### src/rtl/address_bank_ctrl.sv
// Rotating address-bank controller: the writer commits full banks and the reader releases
// consumed banks. It tracks the bank pointers, the count of pending banks and sticky misuse errors.
module address_bank_ctrl #(
    parameter int unsigned BANKS = 2,
    parameter int unsigned PTR_W = 1
) (
    input  logic             clock,
    input  logic             reset_n,
    input  logic             chng_wrt_shft,
    input  logic             chng_rd_shft,
    input  logic             clr_err,
    output logic [PTR_W-1:0] wrt_bank,
    output logic [PTR_W-1:0] rd_bank,
    output logic [PTR_W:0]   count,
    output logic             empty,
    output logic             full,
    output logic             wrt_shft_enabler,
    output logic             rd_shft_enabler,
    output logic             ovf_err,
    output logic             unf_err
);

    localparam int unsigned CNT_W = PTR_W + 1;
    localparam logic [PTR_W-1:0] PTR_LAST = PTR_W'(BANKS - 1);
    localparam logic [CNT_W-1:0] CNT_FULL = CNT_W'(BANKS - 1);

    logic rd_acc_c;
    logic wr_acc_c;
    logic ovf_set_c;
    logic unf_set_c;

    // Explicit wrap keeps the pointers inside 0..BANKS-1 when BANKS is not a power of two.
    function automatic logic [PTR_W-1:0] ptr_inc(input logic [PTR_W-1:0] p);
        return (p == PTR_LAST) ? '0 : p + PTR_W'(1);
    endfunction

    assign empty            = (count == '0);
    assign full             = (count == CNT_FULL);
    assign wrt_shft_enabler = wrt_bank[0];
    assign rd_shft_enabler  = rd_bank[0];

    // A read that is accepted in the same cycle frees a slot, so a write is allowed even when full.
    always_comb begin
        rd_acc_c  = chng_rd_shft && !empty;
        wr_acc_c  = chng_wrt_shft && (!full || rd_acc_c);
        ovf_set_c = chng_wrt_shft && !wr_acc_c;
        unf_set_c = chng_rd_shft && !rd_acc_c;
    end

    always_ff @(posedge clock or negedge reset_n) begin
        if (!reset_n) begin
            wrt_bank <= '0;
            rd_bank  <= '0;
            count    <= '0;
        end else begin
            if (wr_acc_c) wrt_bank <= ptr_inc(wrt_bank);
            if (rd_acc_c) rd_bank  <= ptr_inc(rd_bank);
            case ({wr_acc_c, rd_acc_c})
                2'b10:   count <= count + CNT_W'(1);
                2'b01:   count <= count - CNT_W'(1);
                default: count <= count;
            endcase
        end
    end

    // Sticky errors: a new error event takes priority over a clear in the same cycle.
    always_ff @(posedge clock or negedge reset_n) begin
        if (!reset_n) begin
            ovf_err <= 1'b0;
            unf_err <= 1'b0;
        end else begin
            if (ovf_set_c)    ovf_err <= 1'b1;
            else if (clr_err) ovf_err <= 1'b0;
            if (unf_set_c)    unf_err <= 1'b1;
            else if (clr_err) unf_err <= 1'b0;
        end
    end

endmodule

### config.mk
export PLATFORM = sky130hd
export DESIGN_NAME = address_bank_ctrl
export DESIGN_NICKNAME = d
export VERILOG_FILES = /design/src/rtl/address_bank_ctrl.sv
export SDC_FILE = /design/constraint.sdc
export NUM_CORES = 1
export LEC_CHECK = 0
export ABC_AREA = 1
export CAP_MARGIN = 10
export CELL_PAD_IN_SITES_DETAIL_PLACEMENT = 1
export CELL_PAD_IN_SITES_GLOBAL_PLACEMENT = 1
export CORE_MARGIN = 2
export CORE_UTILIZATION = 24
export CTS_CLUSTER_SIZE = 40
export DETAILED_ROUTE_END_ITERATION = 16
export PLACE_DENSITY_LB_ADDON = 0.1
export SLEW_MARGIN = 20
export SYNTH_ARGS = -nofsm -noshare
export SYNTH_HDL_FRONTEND = slang
export SYNTH_SLANG_ARGS = --single-unit
### constraint.sdc
create_clock -name clock -period 1.25 [get_ports clock]
set_clock_uncertainty 0.2 [all_clocks]
set_input_delay 0.1875 -clock clock [delete_from_list [all_inputs] [get_ports clock]]
set_output_delay 0.1875 -clock clock [all_outputs]
set_load 0.05 [all_outputs]
==> metrics.cfg <==
[global_route]
antenna_found_initial = 0
track_usage_pct = 16.69
grt_overflow_total = 0
grt_start_max_net_pins = 7
grt_pass1_vias = 390
grt_pass1_wl_um = 1745

[run_status]
status = complete, but fails checks
violations = negative hold slack, negative setup slack

[drt]
num_vias = 359
drc_errors = 0
routed_wl_um = 1112
drtIter0Drc = 0
detail-route-antenna-nets = 0
post_drt_wl_per_cell_um = 13.73
viasPerCell = 4.432
drtPass1Iterations = 1

[setup_path]
endpoint_kind = primary output
crit_chain = buf_12 -> ha_4 -> buf_12
start_kind = flip-flop
crit_path_frequent_cell = buf_12
cp_max_fo = 3
crit_slowest_cell = dfrtp_2
critPathRequiredTime_ps = 860
reg2reg_depth = 8
path_class = flip-flop to primary output
worst_path_largest_cell_delay_ps = 430
arrival_ps = 1110

[logic_synthesis]
ys_warn_count = 0
synth_seq_cells = 6
syn_area_um2 = 332.8
syn_area_per_cell_um2 = 8.758
syn_nets = 45
synth.distinct_cells = 14
postSynthCellCount = 38
ys_seq_area_share_pct = 45.11

[sta]
setup_tns_ps = -1438
period_minus_slack_ps = 1498
hold-worst-slack_ps = -13.66
setup_ws_ps = -247.9
worstMarginPinSlew_ps = 289.6
rsz0062_at_grt = yes
max_freq_ghz = 0.6676
hold_violations = 6
timing.final.crit_share_pct = 119.8
max-slew-margin-rel_pct = 80.63
setup_violations = 10
drv_slew = 0

[clock_network]
cts_root_buf = clkbuf_4
cts_tree = yes
clkTransAtPathRegs_ps = 60
clock_sinks = 6
h-tree-depth = 1
cts_made_buffers = 3
clockBufferDepth = 2
clk-insertion-delay-late_ps = 250

[flow_run]
cap_violations = 0

[place]
place.gp.congestion = 0.7192
dp_hpwl_um = 777.4
post-place-ws_ps = -179.6
portBuffers = 14

[final_layout]
n_antenna_cell = 0
area_delta_synth_final_pct = 147.7
fin_nets = 74
drive_gt1_share_pct = 69.70
final_cell_mix = buf_12 (11), buf_4 (7), nand2_1 (5)
fillers = 137
layout_commonest_cell = buf_12

[floorplan]
die_width_um = 41.24
die_area_um2 = 1701
ioPinCount = 15
fp.dieH_um = 41.24
start_util_pct = 25.58
core_area_um2 = 1301
std_cell_rows = 13

[hold_path]
hold_class = input port to async pin

[path summary, 6_finish.rpt]
check                                startpoint                   end  slack, ps
max                        count[0]$_DFFE_PN0P_                  full       -250
min                                     reset_n   rd_bank$_DFFE_PN0N_        -10
max reg2reg                count[0]$_DFFE_PN0P_  count[1]$_DFFE_PN0P_       -170
min reg2reg                wrt_bank$_DFFE_PN0P_  wrt_bank$_DFFE_PN0P_        380
max in group asynchronous               reset_n  count[1]$_DFFE_PN0P_        610
min in group clock         wrt_bank$_DFFE_PN0P_  wrt_bank$_DFFE_PN0P_        380
[per-stage QoR]
stage,cells,instance area [um^2],util (%)
final,81,824.5,63.37
after global routing,81,824.5,63.37
after CTS,79,773.2,59.42
after detailed placement,71,659.4,50.67
after global placement,71,659.4,50.67
after floorplan,38,370.4,-
[critical path: cells and delay by family (launching register included)]
kind	cells	cell delay, ps
buf+inv	2	270
fa+ha+maj	1	160
flops	1	430
[state kept, by name (all words and copies together) (netlist names)]
| name | cells |
|---|---|
| count | 2 |
| ovf_err | 1 |
| rd_bank | 1 |
| unf_err | 1 |
| wrt_bank | 1 |
[cell type report]
| type | instances | area, um^2 | share of cell area (%) |
|---|---|---|---|
| multi-input cells | 22 | 229.0 | 27.77 |
| flip-flops and latches | 6 | 155.1 | 18.82 |
| repair buffers | 26 | 357.8 | 43.40 |
| inverters | 8 | 37.54 | 4.552 |
| well taps | 15 | 18.77 | 2.276 |
| clock buffers | 4 | 26.28 | 3.187 |
[synthesized netlist by cell type]
master	count	area, um^2
nand4_1	1	6.260
nor2_2	1	6.260
nand2_2	2	12.51
buf_4	2	15.01
inv_1	6	22.52
nand3_2	1	10.01
nand2_1	7	26.28
nand3_1	3	15.01
o22ai_1	2	12.51
dfrtp_1	6	150.1
nand3b_1	2	15.01
inv_2	2	7.510
ha_1	2	25.02
xnor2_1	1	8.760
[metal layers]
| layer | part of all wire, % | GRT usage (%) |
|---|---|---|
| met3 | 3.7 | 5.435 |
| met1 | 37 | 17.70 |
| met4 | 0 | 4.839 |
| met2 | 59 | 30.86 |
| met5 | 0 | 0 |
[cell families (layout without fill, tap and decap cells)]
group / after synthesis / count (layout) / synth area share, %
XOR/XNOR: 1 / 1 / 2.632
AND/OR/NAND/NOR: 17 / 17 / 27.44
AO/OA/AOI/OAI: 2 / 2 / 3.759
buffers and inverters: 10 / 38 / 13.53
flip-flops: 6 / 6 / 45.11
adder cells (fa/ha/maj): 2 / 2 / 7.518
[what timing repair did]
| item | 4_1_cts | 5_1_grt |
|---|---|---|
| endpoints found under the setup margin | 8 | 14 |
| hold endpoints to repair | 0 | 0 |
| pin swaps | 4 | 3 |
| hold buffers | 0 | 0 |
| setup buffers | 4 | 3 |
| resized for setup | 9 | 9 |
Power is left out: the tool's default activity adds up to more than one toggle a clock period on the data nets, which glitch-free logic cannot reach.
